File: src/rtl/alu_pkg.sv
// Shared definitions for the 16-bit sequencer that drives the external 8-bit ALU slice:
// ALU opcodes and mode, the 16-bit command set, and the sequencer state type.
package alu_pkg;

    localparam logic [3:0] OP_ADD  = 4'b0000;
    localparam logic [3:0] OP_SUB  = 4'b0001;
    localparam logic [3:0] OP_INC  = 4'b0010;
    localparam logic [3:0] OP_DEC  = 4'b0011;
    localparam logic [3:0] OP_ADC  = 4'b0100;
    localparam logic [3:0] OP_SBB  = 4'b0101;
    localparam logic [3:0] OP_PASS = 4'b0110;
    localparam logic [3:0] OP_OR   = 4'b0111;
    localparam logic [3:0] OP_AND  = 4'b1000;
    localparam logic [3:0] OP_NOT  = 4'b1001;
    localparam logic [3:0] OP_XOR  = 4'b1010;
    localparam logic [3:0] OP_SHL  = 4'b1011;
    localparam logic [3:0] OP_SHR  = 4'b1100;
    localparam logic [3:0] OP_ASR  = 4'b1101;
    localparam logic [3:0] OP_ROL  = 4'b1110;
    localparam logic [3:0] OP_ROR  = 4'b1111;

    localparam logic MODE_ARITH = 1'b0;
    localparam logic MODE_LOGIC = 1'b1;

    typedef enum logic [3:0] {
        CMD_ADD = 4'd0,
        CMD_SUB = 4'd1,
        CMD_CMP = 4'd2,
        CMD_INC = 4'd3,
        CMD_AND = 4'd4,
        CMD_OR  = 4'd5,
        CMD_XOR = 4'd6,
        CMD_NOT = 4'd7,
        CMD_SHL = 4'd8,
        CMD_SHR = 4'd9
    } cmd_op_e;

    typedef enum logic [2:0] {
        ST_IDLE,
        ST_LO,
        ST_HI,
        ST_FIX,
        ST_DONE
    } state_e;

    function automatic logic cmd_legal(input logic [3:0] op);
        return op <= 4'(CMD_SHR);
    endfunction

    function automatic logic alu_mode_of(input logic [3:0] opcode);
        logic m;
        m = MODE_ARITH;
        case (opcode)
            OP_ADD, OP_SUB, OP_INC, OP_DEC, OP_ADC, OP_SBB, OP_PASS: m = MODE_ARITH;
            OP_OR, OP_AND, OP_NOT, OP_XOR, OP_SHL, OP_SHR, OP_ASR, OP_ROL, OP_ROR: m = MODE_LOGIC;
        endcase
        return m;
    endfunction

    // The high pass of ADD/INC chains the low carry through ADC; SUB/CMP never use SBB
    // because the slice ignores cin there, so the borrow is repaired by a separate DEC pass.
    function automatic logic [3:0] pass_opcode(input cmd_op_e op, input logic hi_pass);
        logic [3:0] opcode;
        opcode = OP_PASS;
        case (op)
            CMD_ADD:          opcode = hi_pass ? OP_ADC : OP_ADD;
            CMD_SUB, CMD_CMP: opcode = OP_SUB;
            CMD_INC:          opcode = hi_pass ? OP_ADC : OP_INC;
            CMD_AND:          opcode = OP_AND;
            CMD_OR:           opcode = OP_OR;
            CMD_XOR:          opcode = OP_XOR;
            CMD_NOT:          opcode = OP_NOT;
            CMD_SHL:          opcode = OP_SHL;
            CMD_SHR:          opcode = OP_SHR;
            default:          opcode = OP_PASS;
        endcase
        return opcode;
    endfunction

endpackage

File: src/rtl/alu16_flag_merge.sv
// Combines the per-pass results of a 16-bit command into the final V/Z/N/C flags.
module alu16_flag_merge
    import alu_pkg::*;
#(
    parameter int DATA_W = 16
) (
    input  cmd_op_e           op,
    input  logic              a15,
    input  logic              b15,
    input  logic              a0,
    input  logic [DATA_W-1:0] res,
    input  logic              hi_c,
    output logic              v,
    output logic              z,
    output logic              n,
    output logic              c
);

    logic r15;

    assign r15 = res[DATA_W-1];

    // hi_c is the high-pass carry for ADD/INC and the accumulated borrow for SUB/CMP.
    always_comb begin
        z = (res == '0);
        n = r15;
        v = 1'b0;
        c = 1'b0;
        case (op)
            CMD_ADD: begin
                c = hi_c;
                v = ~(a15 ^ b15) & (a15 ^ r15);
            end
            CMD_INC: begin
                c = hi_c;
                v = ~a15 & r15;
            end
            CMD_SUB: begin
                c = hi_c;
                v = (a15 ^ b15) & (a15 ^ r15);
            end
            CMD_CMP: begin
                c = ~hi_c;
                v = (a15 ^ b15) & (a15 ^ r15);
            end
            CMD_SHL: c = a15;
            CMD_SHR: c = a0;
            default: ;
        endcase
    end

endmodule

File: src/rtl/alu16_seq.sv
// Sequences 16-bit commands through the external 8-bit ALU in low/high/fix passes.
// Optional macro ALU16_SEQ_STICKY_V_EN adds a sticky overflow flag (sticky_v/sticky_clr).
module alu16_seq
    import alu_pkg::*;
#(
    parameter int ALU_W  = 8,
    parameter int DATA_W = 2 * ALU_W
) (
    input  logic              clk,
    input  logic              rst,
    input  logic              cmd_valid,
    output logic              cmd_ready,
    input  logic [3:0]        cmd_op,
    input  logic [DATA_W-1:0] cmd_a,
    input  logic [DATA_W-1:0] cmd_b,
    output logic              rsp_valid,
    input  logic              rsp_ready,
    output logic [DATA_W-1:0] rsp_f,
    output logic              rsp_v,
    output logic              rsp_z,
    output logic              rsp_n,
    output logic              rsp_c,
    output logic              rsp_err,
    output logic [ALU_W-1:0]  alu_a,
    output logic [ALU_W-1:0]  alu_b,
    output logic              alu_cin,
    output logic [3:0]        alu_op,
    output logic              alu_mode,
    input  logic [ALU_W-1:0]  alu_f,
    input  logic              alu_v,
    input  logic              alu_z,
    input  logic              alu_n,
    input  logic              alu_c
`ifdef ALU16_SEQ_STICKY_V_EN
    ,
    output logic              sticky_v,
    input  logic              sticky_clr
`endif
);

    state_e            state_q, state_d;
    cmd_op_e           op_q, op_d;
    logic [ALU_W-1:0]  a_hi_q, a_hi_d;
    logic [ALU_W-1:0]  b_hi_q, b_hi_d;
    logic              a7_q, a7_d;
    logic              a0_q, a0_d;
    logic [DATA_W-1:0] res_q, res_d;
    logic              lo_c_q, lo_c_d;
    logic              hi_c_q, hi_c_d;

    logic [ALU_W-1:0]  alu_a_q, alu_a_d;
    logic [ALU_W-1:0]  alu_b_q, alu_b_d;
    logic              alu_cin_q, alu_cin_d;
    logic [3:0]        alu_op_q, alu_op_d;
    logic              alu_mode_q, alu_mode_d;

    logic [DATA_W-1:0] rsp_f_q, rsp_f_d;
    logic              rsp_v_q, rsp_v_d;
    logic              rsp_z_q, rsp_z_d;
    logic              rsp_n_q, rsp_n_d;
    logic              rsp_c_q, rsp_c_d;
    logic              rsp_err_q, rsp_err_d;

    logic              finish;
    logic              load_err;
    logic              is_sub;
    logic              m_v, m_z, m_n, m_c;
    logic              unused_alu_flags;

    assign unused_alu_flags = alu_v ^ alu_z ^ alu_n;

    assign cmd_ready = (state_q == ST_IDLE);
    assign rsp_valid = (state_q == ST_DONE);
    assign is_sub    = (op_q == CMD_SUB) || (op_q == CMD_CMP);

    assign alu_a    = alu_a_q;
    assign alu_b    = alu_b_q;
    assign alu_cin  = alu_cin_q;
    assign alu_op   = alu_op_q;
    assign alu_mode = alu_mode_q;

    assign rsp_f   = rsp_f_q;
    assign rsp_v   = rsp_v_q;
    assign rsp_z   = rsp_z_q;
    assign rsp_n   = rsp_n_q;
    assign rsp_c   = rsp_c_q;
    assign rsp_err = rsp_err_q;

    // Sequencer: each state captures the slice result of the pass issued on the previous edge
    // and registers the ALU inputs for the next pass.
    always_comb begin
        state_d    = state_q;
        op_d       = op_q;
        a_hi_d     = a_hi_q;
        b_hi_d     = b_hi_q;
        a7_d       = a7_q;
        a0_d       = a0_q;
        res_d      = res_q;
        lo_c_d     = lo_c_q;
        hi_c_d     = hi_c_q;
        alu_a_d    = alu_a_q;
        alu_b_d    = alu_b_q;
        alu_cin_d  = alu_cin_q;
        alu_op_d   = alu_op_q;
        alu_mode_d = alu_mode_q;
        finish     = 1'b0;
        load_err   = 1'b0;

        case (state_q)
            ST_IDLE: begin
                if (cmd_valid) begin
                    if (cmd_legal(cmd_op)) begin
                        op_d       = cmd_op_e'(cmd_op);
                        a_hi_d     = cmd_a[DATA_W-1:ALU_W];
                        b_hi_d     = cmd_b[DATA_W-1:ALU_W];
                        a7_d       = cmd_a[ALU_W-1];
                        a0_d       = cmd_a[0];
                        res_d      = '0;
                        lo_c_d     = 1'b0;
                        hi_c_d     = 1'b0;
                        alu_a_d    = cmd_a[ALU_W-1:0];
                        alu_b_d    = cmd_b[ALU_W-1:0];
                        alu_cin_d  = 1'b0;
                        alu_op_d   = pass_opcode(cmd_op_e'(cmd_op), 1'b0);
                        alu_mode_d = alu_mode_of(alu_op_d);
                        state_d    = ST_LO;
                    end else begin
                        load_err = 1'b1;
                        state_d  = ST_DONE;
                    end
                end
            end
            ST_LO: begin
                res_d[ALU_W-1:0] = alu_f;
                lo_c_d           = alu_c;
                alu_a_d          = a_hi_q;
                alu_b_d          = b_hi_q;
                alu_cin_d        = 1'b0;
                alu_op_d         = pass_opcode(op_q, 1'b1);
                alu_mode_d       = alu_mode_of(alu_op_d);
                if (op_q == CMD_ADD) begin
                    alu_cin_d = alu_c;
                end
                if (op_q == CMD_INC) begin
                    alu_b_d   = '0;
                    alu_cin_d = alu_c;
                end
                state_d = ST_HI;
            end
            ST_HI: begin
                res_d[DATA_W-1:ALU_W] = alu_f;
                hi_c_d                = alu_c;
                if (op_q == CMD_SHL) begin
                    res_d[ALU_W] = alu_f[0] | a7_q;
                end
                if (op_q == CMD_SHR) begin
                    res_d[ALU_W-1] = res_q[ALU_W-1] | a_hi_q[0];
                end
                if (is_sub && lo_c_q) begin
                    alu_a_d    = alu_f;
                    alu_b_d    = '0;
                    alu_cin_d  = 1'b0;
                    alu_op_d   = OP_DEC;
                    alu_mode_d = MODE_ARITH;
                    state_d    = ST_FIX;
                end else begin
                    finish  = 1'b1;
                    state_d = ST_DONE;
                end
            end
            ST_FIX: begin
                res_d[DATA_W-1:ALU_W] = alu_f;
                hi_c_d                = hi_c_q | alu_c;
                finish                = 1'b1;
                state_d               = ST_DONE;
            end
            ST_DONE: begin
                if (rsp_ready) begin
                    state_d = ST_IDLE;
                end
            end
            default: state_d = ST_IDLE;
        endcase
    end

    alu16_flag_merge #(
        .DATA_W (DATA_W)
    ) u_flag_merge (
        .op   (op_q),
        .a15  (a_hi_q[ALU_W-1]),
        .b15  (b_hi_q[ALU_W-1]),
        .a0   (a0_q),
        .res  (res_d),
        .hi_c (hi_c_d),
        .v    (m_v),
        .z    (m_z),
        .n    (m_n),
        .c    (m_c)
    );

    // Response registers are loaded from the next-state result so they are valid on entry to DONE.
    always_comb begin
        rsp_f_d   = rsp_f_q;
        rsp_v_d   = rsp_v_q;
        rsp_z_d   = rsp_z_q;
        rsp_n_d   = rsp_n_q;
        rsp_c_d   = rsp_c_q;
        rsp_err_d = rsp_err_q;
        if (finish) begin
            rsp_f_d   = (op_q == CMD_CMP) ? '0 : res_d;
            rsp_v_d   = m_v;
            rsp_z_d   = m_z;
            rsp_n_d   = m_n;
            rsp_c_d   = m_c;
            rsp_err_d = 1'b0;
        end else if (load_err) begin
            rsp_f_d   = '0;
            rsp_v_d   = 1'b0;
            rsp_z_d   = 1'b0;
            rsp_n_d   = 1'b0;
            rsp_c_d   = 1'b0;
            rsp_err_d = 1'b1;
        end else if (rsp_valid && rsp_ready) begin
            rsp_f_d   = '0;
            rsp_v_d   = 1'b0;
            rsp_z_d   = 1'b0;
            rsp_n_d   = 1'b0;
            rsp_c_d   = 1'b0;
            rsp_err_d = 1'b0;
        end
    end

    always_ff @(posedge clk) begin
        if (rst) begin
            state_q    <= ST_IDLE;
            op_q       <= CMD_ADD;
            a_hi_q     <= '0;
            b_hi_q     <= '0;
            a7_q       <= 1'b0;
            a0_q       <= 1'b0;
            res_q      <= '0;
            lo_c_q     <= 1'b0;
            hi_c_q     <= 1'b0;
            alu_a_q    <= '0;
            alu_b_q    <= '0;
            alu_cin_q  <= 1'b0;
            alu_op_q   <= '0;
            alu_mode_q <= 1'b0;
            rsp_f_q    <= '0;
            rsp_v_q    <= 1'b0;
            rsp_z_q    <= 1'b0;
            rsp_n_q    <= 1'b0;
            rsp_c_q    <= 1'b0;
            rsp_err_q  <= 1'b0;
        end else begin
            state_q    <= state_d;
            op_q       <= op_d;
            a_hi_q     <= a_hi_d;
            b_hi_q     <= b_hi_d;
            a7_q       <= a7_d;
            a0_q       <= a0_d;
            res_q      <= res_d;
            lo_c_q     <= lo_c_d;
            hi_c_q     <= hi_c_d;
            alu_a_q    <= alu_a_d;
            alu_b_q    <= alu_b_d;
            alu_cin_q  <= alu_cin_d;
            alu_op_q   <= alu_op_d;
            alu_mode_q <= alu_mode_d;
            rsp_f_q    <= rsp_f_d;
            rsp_v_q    <= rsp_v_d;
            rsp_z_q    <= rsp_z_d;
            rsp_n_q    <= rsp_n_d;
            rsp_c_q    <= rsp_c_d;
            rsp_err_q  <= rsp_err_d;
        end
    end

`ifdef ALU16_SEQ_STICKY_V_EN
    logic sticky_v_q, sticky_v_d;

    // A set on the response handshake takes priority over a simultaneous clear.
    always_comb begin
        sticky_v_d = sticky_v_q;
        if (sticky_clr) begin
            sticky_v_d = 1'b0;
        end
        if (rsp_valid && rsp_ready && rsp_v_q) begin
            sticky_v_d = 1'b1;
        end
    end

    always_ff @(posedge clk) begin
        if (rst) begin
            sticky_v_q <= 1'b0;
        end else begin
            sticky_v_q <= sticky_v_d;
        end
    end

    assign sticky_v = sticky_v_q;
`endif

endmodule

File: config.mk
export PLATFORM = sky130hd
export DESIGN_NAME = alu16_seq
export DESIGN_NICKNAME = d
export VERILOG_FILES = /design/src/rtl/alu_pkg.sv /design/src/rtl/alu16_flag_merge.sv /design/src/rtl/alu16_seq.sv
export SDC_FILE = /design/constraint.sdc
export NUM_CORES = 1
export LEC_CHECK = 0
export ABC_AREA = 1
export CORE_MARGIN = 5
export CORE_UTILIZATION = 50
export CTS_CLUSTER_DIAMETER = 150
export DETAILED_ROUTE_END_ITERATION = 10
export PLACE_DENSITY = 0.79
export RECOVER_POWER = 100
export SETUP_SLACK_MARGIN = 0.15
export SYNTH_ARGS = -nofsm -noshare
export SYNTH_HDL_FRONTEND = slang
export SYNTH_HIERARCHICAL = 1
export SYNTH_SLANG_ARGS = --single-unit
File: constraint.sdc
create_clock -name clk -period 3.15 [get_ports clk]
set_input_delay 0.945 -clock clk [delete_from_list [all_inputs] [get_ports clk]]
set_output_delay 0.945 -clock clk [all_outputs]
set_load 0.01 [all_outputs]
==> qor.txt <==
Final setup fails - 0
DR WL met2 - 5477 um
Max-Cap Viols - 0
Clk sinks - 90
Detailed-route via count - 4327
Non-Filler Instances - 831
Status - finished, final reports clean
DPL Wire Length - 8696 um
Post-synthesis cell type count - 30
Clock latency on the worst-skew pair - 0.35 ns
Share of layout cells above drive strength 1 - 9.229%
Final Util - 66.92%
Post-layout min period - 2.898 ns
RSZ-0062 raised after global routing - no
Die area - 10570 um2
Synth Instances - 624
CP Data Required Time - 3.41 ns
Final Hold Viols - 0
Via density - 5.207
Port Buffers - 93
Share of the yosys chip area belonging to registers - 41.84%
Total track usage - 22.50%
Largest net degree at the start of global routing - 46
Leak - 0.002560 uW
IO Pins - 97
GRT overflow - 0
Critical-path maximum fanout - 6
Initial core utilization - 51.89%
Clock-pin slew on the worst setup and hold paths - 0.08 ns
Detail Route Antenna Nets - 0
Slew HR - 26.05%
Post-Route WL - 11410 um
Max Clk Rate - 0.3451 GHz
Power per cell area - 519.1 nW/um2
Placed cells - 815
Yosys Warn Count - 6
Final slew viol count - 0
Placer congestion estimate - 0.8877
Fillcell total - 749
Logic pwr share - 28.9%
Die X - 102.8 um
Max Used Layer - met4
Core Box Area - 8299 um2
Starting DRT DRC Count - 246
CP Data Arrival Time - 3.16 ns
Hold_ws - 0.4651 ns
Fin Setup TNS - 0 ns
First-pass GRT wire length - 18920 um
Htree depth - 3
Ant. Diodes - 0
Net Sw Frac - 33.05%
Switching power total - 953.1 uW
Critical path's slowest cell - clkdlybuf4s50_1
Clk pwr share - 25.3%
Clock buffer depth - 2
Critical Path Start Type - input pin
DR WL/cell - 13.73 um
Die height - 102.8 um
Crit-path cells - clkdlybuf4s50_1, inv_1, ha_1, nand2_1, nand3_4, nand2_1, nand2_1, nand2_2, nand2_1, nand2_2, ha_1, inv_1, nand4_1, nand2_1, nand2_1, a21oi_1
CTS Buf Count - 9
Nets - 782
Final worst setup slack - 0.2523 ns
CTS tree - yes
Tcrit/Tclk final - 91.99%
Root Driver - clkbuf_8
Int Power - 1930 uW
Avg Cell Area, Syn - 6.902 um2
Row cnt - 33
Worst setup EP type - flip-flop
Worst Skew - 0.009340 ns
Least-Margin Pin Slew - 1.109 ns
Flop pwr share - 45.8%
Hold crit path type - flip-flop to flip-flop
Area Overhead vs Synth - 28.97%
CP dominant cell by count - nand2_1
Initial antenna violation count - 0
Kind of critical path - input pin to flip-flop
# DRC - 0
VDD IR-drop max - 0.2474 mV
Post-Syn Area - 4307 um2
DR pass1 iterations - 5
M1 WL - 4961 um
Wire length on met3 - 742 um
Pre-CTS setup slack - -0.2637 ns
Vias in the first global route - 4176
Syn Nets - 685
#FFs+latches synth - 90
Slowest cell delay on critical path - 0.47 ns
cell type report:
| type | count | area [um2] | share of cell area [%] |
|---|---|---|---|
| timing repair buffer | 113 | 1081 | 19.46 |
| clock inverter | 3 | 23.77 | 0.4280 |
| multi-input combinational | 447 | 2132 | 38.39 |
| tap | 105 | 131.4 | 2.365 |
| clock buffer | 13 | 158.9 | 2.861 |
| inverter | 60 | 225.2 | 4.055 |
| sequential | 90 | 1802 | 32.44 |
power by group through the flow:
stage,Sequential (uW),Combinational [uW],Clock [uW]
6_report,1320,833,729
5_1_grt,1340,932,797
4_1_cts,1320,864,741
3_5_place_dp,1350,859,0
3_3_place_gp,1340,835,0
2_1_floorplan,1370,492,0
synthesized netlist by cell type:
library cell / instances / area (um2)
buf_2: 9 / 45.04
nor2_1: 94 / 352.8
inv_2: 9 / 33.78
nand3_4: 1 / 17.52
clkbuf_2: 2 / 10.01
nand3_2: 2 / 20.02
nor2_2: 4 / 25.02
a22oi_1: 2 / 15.01
ha_1: 9 / 112.6
o21ai_2: 9 / 78.83
nor3_1: 6 / 30.03
a21oi_1: 27 / 135.1
a211oi_1: 1 / 7.510
nand3_1: 68 / 340.3
dfxtp_1: 90 / 1802
nand2_4: 2 / 22.52
buf_6: 1 / 11.26
nor4_1: 4 / 25.02
a31oi_1: 1 / 6.260
clkinv_1: 1 / 3.750
nor2_4: 3 / 33.78
clkbuf_1: 10 / 37.54
o21ai_0: 43 / 215.2
nand2_2: 8 / 50.05
o21ai_1: 2 / 10.01
nand4_1: 4 / 25.02
buf_4: 5 / 37.54
o211ai_1: 7 / 52.55
inv_1: 50 / 187.7
nand2_1: 150 / 563.0
state kept, by name, indices dropped and copies added, names as in the netlist, named ones only:
name and count:
a0_q 1, a7_q 1, a_hi_q 8, alu_a 8
alu_b 8, alu_cin 1, alu_mode 1, alu_op 4
b_hi_q 8, hi_c_q 1, lo_c_q 1, op_q 4
res_q 16, rsp_c 1, rsp_err 1, rsp_f 16
rsp_n 1, rsp_v 1, rsp_z 1, state_q 3
worst max-delay path, delay by kind of cell:
kind / cells / cell delay, ns
buffers and inverters: 3 / 0.61
AOI/OAI and AO/OA: 1 / 0.16
adders and majority gates: 2 / 0.44
and+or+nand+nor: 10 / 0.99
worst paths after layout:
kind | start | to | slack [ns] | depth (start not counted)
max | cmd_op[1] | rsp_v$_SDFFE_PP0P_ | 0.25 | 16
min | a_hi_q[5]$_SDFFE_PP0P_ | a_hi_q[5]$_SDFFE_PP0P_ | 0.47 | 2
max reg2reg | op_q[0]$_SDFFE_PP0P_ | rsp_v$_SDFFE_PP0P_ | 0.97 | 8
min reg2reg | a_hi_q[5]$_SDFFE_PP0P_ | a_hi_q[5]$_SDFFE_PP0P_ | 0.47 | 2
cells by family after synthesis:
logic type	share of synthesized area, %
AOI/OAI and AO/OA	12.09
adders and majority gates	2.615
buffers and inverters	8.512
DFF	41.84
and+or+nand+nor	34.95
per-stage QoR:
stage                     area (um2)  total power, uW
after floorplan                 4307             1862
after global routing            5554             3067
final                           5554             2883
after detailed placement        5390             2210
after global placement          5390             2180
after CTS                       5575             2930
metal layers:
layer / vias up / global-route usage, %
li1: 2197 / -
met1: 1969 / 28.18
met2: 140 / 38.63
met3: 21 / 5.210
met4: 0 / 6.773
met5: - / 0
placed cells by master (no fill, tap or decap), types with 3 or more instances in the layout:
cell / n
nor2_2: 5
nor2_1: 93
dlygate4sd3_1: 46
buf_4: 13
nor4_1: 4
o21ai_0: 47
a21oi_1: 27
nor2_4: 3
nand2_1: 149
ha_1: 9
nand3_1: 68
o211ai_1: 7
clkdlybuf4s50_1: 46
clkbuf_8: 11
inv_1: 51
nand4_1: 4
dfxtp_1: 90
nand2_2: 9
inv_2: 9
o21ai_2: 6
nor3_1: 6
clkbuf_1: 6
what timing repair did:
| item | 4_1_cts | 5_1_grt |
|---|---|---|
| resized for setup | 1 | 5 |
| hold buffers | 0 | 0 |
| endpoints found under the setup margin | 4 | 2 |
| buffers inserted | 0 | 0 |
| pin swaps | 0 | 0 |
Power figures use the tool's default switching activity.
==> patch 1: new RTL, same flow settings <==
The parameter `ALU_W` goes from 8 to 10.
--- a/src/rtl/alu16_seq.sv
+++ b/src/rtl/alu16_seq.sv
@@ -3,7 +3,7 @@
 module alu16_seq
     import alu_pkg::*;
 #(
-    parameter int ALU_W  = 8,
+    parameter int ALU_W  = 10,
     parameter int DATA_W = 2 * ALU_W
 ) (
     input  logic              clk,
Ports: changed (6 resized); port bits go from 97 to 115. No check against the original RTL was run, so the function may have changed too.
==> patch 1 against the unedited design <==
Wire length grew 23%; clock power grew 7.3%; highest routed layer unchanged; total power grew 14%; utilization shrank 0.99 points; final area grew 15%; register-to-register slack lost 30 ps; sequential cell count grew 16; critical endpoint unchanged; setup slack lost 48 ps; synthesized area grew 15%.
==> patch 1: results (changes against the unedited design) <==
* Syn Nets: 793 (+16%)
- Met2 capacity usage during global routing: 40.7% (+2.1 points)
- Layout buffer count excluding clock buffers: 140 (+24%)
- Fraction of final layout cells with drive strength greater than 1: 9.35% (+0.12 points)
* Routed met3 length: 985 µm (+33%)
* Met1 track demand over resource in global routing: 30.2% (+2.0 points)
* First-pass GRT wire length: 22400 µm (+18%)
* Count of multi-input combinational gates: 527 (+18%)
* Worst r2r path cells: 9 (+1)
- Number of instances resized during post-cts repair: 0 (-1)
- The worst register-to-register path ends at alu_a[3].
- The worst hold path terminates at rsp_f[3].
- The number of fill cells in the layout came to 893 (+19%).
- The number of placed cells counting well taps came to 962 (+18%).
- The worst hold path begins at rsp_f[3].
- Register share of the cell area: 33.1% (+0.64 points)
- The fraction of standard cell area in multi-input logic is 37.7% (-0.68 points).
* Global placer's final weighted congestion: 0.941 (+6.0%)
* Final std cells w/o fill: 978 (+18%)
- The internal reg-to-reg setup slack was 940 ps (-30 ps).
- The worst slack after detailed placement was -146 ps (+118 ps).
* FF/Latch Area: 2120 µm² (+18%)
* IR drop worst, VDD: 0.251 mV (+1.4%)
- The critical path arrival came to 3260 ps (+100 ps).
- The placed wire-length estimate came to 10400 µm (+19%).
- The count of non-CTS inverters in the layout came to 56 (-6.7%).
- Leading post-synthesis cells by instance count: sky130_fd_sc_hd__nand2_1, sky130_fd_sc_hd__nor2_1, sky130_fd_sc_hd__dfxtp_1, sky130_fd_sc_hd__nand3_1, sky130_fd_sc_hd__o21ai_0
- The post-synthesis area per instance was 6.86 µm² (-0.59%).
* Normalized max-slew margin: 7.75% (-18 points)
- The quantity of I/O buffers inserted on ports was 111 (+19%).
* Wl on met1: 5880 µm (+19%)
- Total wire length after detailed routing: 14000 µm (+23%)
- Share of the synthesized area in compound gates (AO/OA/AOI/OAI): 9.88% (-2.2 points)
- Number of nets in the layout: 911 (+16%)
- The flow ran to the end, and the final reports show no timing, DRC or antenna violations.
- Seq cells post-synth: 106 (+18%)
==> patch 1: power by group <==
part	internal [mW]	leakage [nW]	total, mW	switching (mW)
clock network	0.313	0.0859	0.782	0.469
registers	1.48	0.867	1.55	0.0772
logic	0.382	2.06	0.940	0.558
total	2.17	3.01	3.28	1.11
==> patch 1: how the worst max path moves through the flow <==
stage	start	to	slack, ps	depth (start not counted)
floorplan	cmd_op[1]	rsp_v	670	15
global placement	cmd_op[0]	rsp_v	-70	16
detailed placement	cmd_op[0]	rsp_v	-150	16
CTS	cmd_op[0]	rsp_v	230	16
global route	cmd_op[1]	rsp_f[12]	110	11
finish	cmd_op[0]	rsp_v	200	16
==> patch 1: logic make-up after synthesis <==
kind of cell | after synthesis
AOI/OAI and AO/OA | 94
DFF | 106
and+or+nand+nor | 424
buffers and inverters | 89
adders and majority gates | 9
==> patch 1: critical path, delay by kind of cell <==
kind          cells  cell delay [ps]
simple gates     11             1250
buf+inv           3              640
fa+ha+maj         2              420
==> patch 2: new RTL, same settings <==
Without the edit above. Re-encode `state_e` (5 states) as one-hot, 5 bits wide.
--- a/src/rtl/alu_pkg.sv
+++ b/src/rtl/alu_pkg.sv
@@ -35,12 +35,12 @@
         CMD_SHR = 4'd9
     } cmd_op_e;
 
-    typedef enum logic [2:0] {
-        ST_IDLE,
-        ST_LO,
-        ST_HI,
-        ST_FIX,
-        ST_DONE
+    typedef enum logic [4:0] {
+        ST_IDLE = 5'b00001,
+        ST_LO   = 5'b00010,
+        ST_HI   = 5'b00100,
+        ST_FIX  = 5'b01000,
+        ST_DONE = 5'b10000
     } state_e;
 
     function automatic logic cmd_legal(input logic [3:0] op);
Behaviour: same outputs for any inputs over 4 cycles, from zero or initial values and one cycle with rst high; so few cycles prove little.
==> patch 2 against the unedited design <==
First-iteration DRC count increased by 4.1%; the run now ends with capacitance limit, slew limit left; largest power group unchanged; via count increased by 2.8%; sequential cell count increased by 2; wire length increased by 3.6%; synthesized cell count decreased by 1.1%; clock power increased by 14%; setup slack got worse by 5.6 ps; critical endpoint is now rsp_z; total power decreased by 4.8%; synthesized area increased by 1.5%; final area increased by 2.8%.
==> patch 2: results (changes against the unedited design) <==
* Detailed Place HPWL: 8650 µm (-0.53%)
* Leakage power of the design: 2.64 nW (+3.0%)
- Number of clock buffer instances in the layout: 10 (-3)
- Pin count of the biggest net entering global routing: 60 (+30%)
* Sequential-to-total area share from yosys stat: 42.1% (+0.31 points)
- The slew at the pin with the worst max-slew slack came to 1610 ps (+502 ps).
- The distinct cell type count of the synthesized netlist was 34 (+13%).
* IR drop worst, VDD: 0.325 mV (+32%)
- The met3 global-route usage came to 3.89% (-1.3 points).
- The post-synthesis area per instance came to 7.08 µm² (+2.6%).
- First-pass GRT wire length: 18800 µm (-0.66%)
* Failing checks: capacitance limit, slew limit
* Met1 track demand over resource in global routing: 26.9% (-1.3 points)
* Number of CTS-inserted buffers: 9 (unchanged)
- Placed instance count: 816 (+0.12%)
* Combined global-route utilization of all metal layers: 22.0% (-0.48 points)
* Register share of the cell area: 32.3% (-0.18 points)
* Number of nets in the layout: 784 (+0.26%)
- The count of routing violations after the opening detailed-route iteration came to 256 (+4.1%).
* Via count of the first global-routing pass: 4160 (-0.38%)
* Final worst clock skew: 13.3 ps (+3.96 ps)
- Ranked by total cell area, the synthesized netlist is headed by sky130_fd_sc_hd__dfxtp_1, sky130_fd_sc_hd__nand2_1, sky130_fd_sc_hd__nand3_1.
* Clock slew at reported path FFs: 100 ps (+20 ps)
* Number of instances resized during post-cts repair: 0 (-1)
- The number of fill cells in the layout is 737 (-1.6%).
* Outcome: complete, but fails checks
* Layout buffer count excluding clock buffers: 122 (+8.0%)
* Arrival time of the worst setup path: 3180 ps (+20 ps)
- Fraction of final layout cells with drive strength greater than 1: 11.0% (+1.8 points)
- Syn Nets: 678 (-1.0%)
- Post-detailed-route wirelength per cell: 14.1 µm (+3.0%)
* Leading post-synthesis cells by instance count: sky130_fd_sc_hd__nand2_1, sky130_fd_sc_hd__dfxtp_1, sky130_fd_sc_hd__nor2_1, sky130_fd_sc_hd__inv_1, sky130_fd_sc_hd__nand3_1
- The met2 usage is 38.8% (+0.19 points).
- Number of vias after detailed routing: 4450 (+2.8%)
- Count of multi-input combinational gates: 427 (-4.5%)
- The final wirelength is 11800 µm (+3.6%).
* Multi-input gate area in the final layout: 2100 µm² (-1.3%)
* Final slew viol count: 36 (+36)
- Worst-case setup slack after placement: -138 ps (+126 ps)
- Count of non-CTS inverters in the layout: 71 (+18%)
- Global placer's final weighted congestion: 0.893 (+0.55%)
- Share of final layout cell area taken by clock buffers and inverters: 3.68% (+0.39 points)
* Count of maximum capacitance violations: 1 (+1)
- Worst r2r path cells: 8 (unchanged)
- The largest fanout of any net on the critical path came to 8 (+2).
* Critical Path Max Stage Delay: 430 ps (-40 ps)
-- patch 2: cell types whose count changed in the layout (fill, tap and decap cells not counted), sizes merged, moves of 4 or more --
cell,before,now
a21oi,27,35
buf,14,26
clkbuf,19,13
inv,60,71
nand3,71,58
nand4,4,10
nor2,101,77
o21ai,54,50
o22ai,0,7
-- patch 2: final timing paths --
check	to	slack [ps]	startpoint
worst min-delay path	b_hi_q[2]	460	b_hi_q[2]
worst max register to register	alu_op[1]	810	state_q[1]
worst max-delay path	rsp_z	250	cmd_op[1]
worst min register to register	b_hi_q[2]	460	b_hi_q[2]
-- patch 2: metrics by stage --
stage	total power [mW]	cell area [µm²]
2_1_floorplan	1.71	4370
5_1_grt	2.88	5710
6_report	2.75	5710
3_3_place_gp	1.94	5460
3_5_place_dp	1.96	5460
4_1_cts	2.78	5670
-- patch 2: per-layer routing --
layer  routed length, µm  vias up  share of wire (%)
met5                   0        -                  0
met4                 257        0                2.2
met3                 757       29                6.4
met2                5950      159                 50
met1                4850     2056                 41
li1                    -     2206                  -
-- patch 2: critical path: cells and delay by family --
family | cells | cell delay (ps)
AND/OR/NAND/NOR | 11 | 1300
buffers and inverters | 3 | 650
adder cells (fa/ha/maj) | 1 | 160
AO/OA/AOI/OAI | 1 | 130
-- patch 2: kinds of logic after synthesis --
kind of cell,share of synthesized area [%]
AOI/OAI and AO/OA,12.9
adders and majority gates,2.58
buffers and inverters,9.88
DFF,42.1
and+or+nand+nor,32.5
-- patch 2: where the power goes --
| part | switching, mW | total (mW) | internal [mW] | leakage [nW] |
|---|---|---|---|---|
| Sequential | 0.0494 | 1.31 | 1.26 | 0.751 |
| Clock | 0.432 | 0.828 | 0.396 | 0.103 |
| Combinational | 0.353 | 0.612 | 0.259 | 1.78 |
| Total | 0.835 | 2.75 | 1.91 | 2.64 |
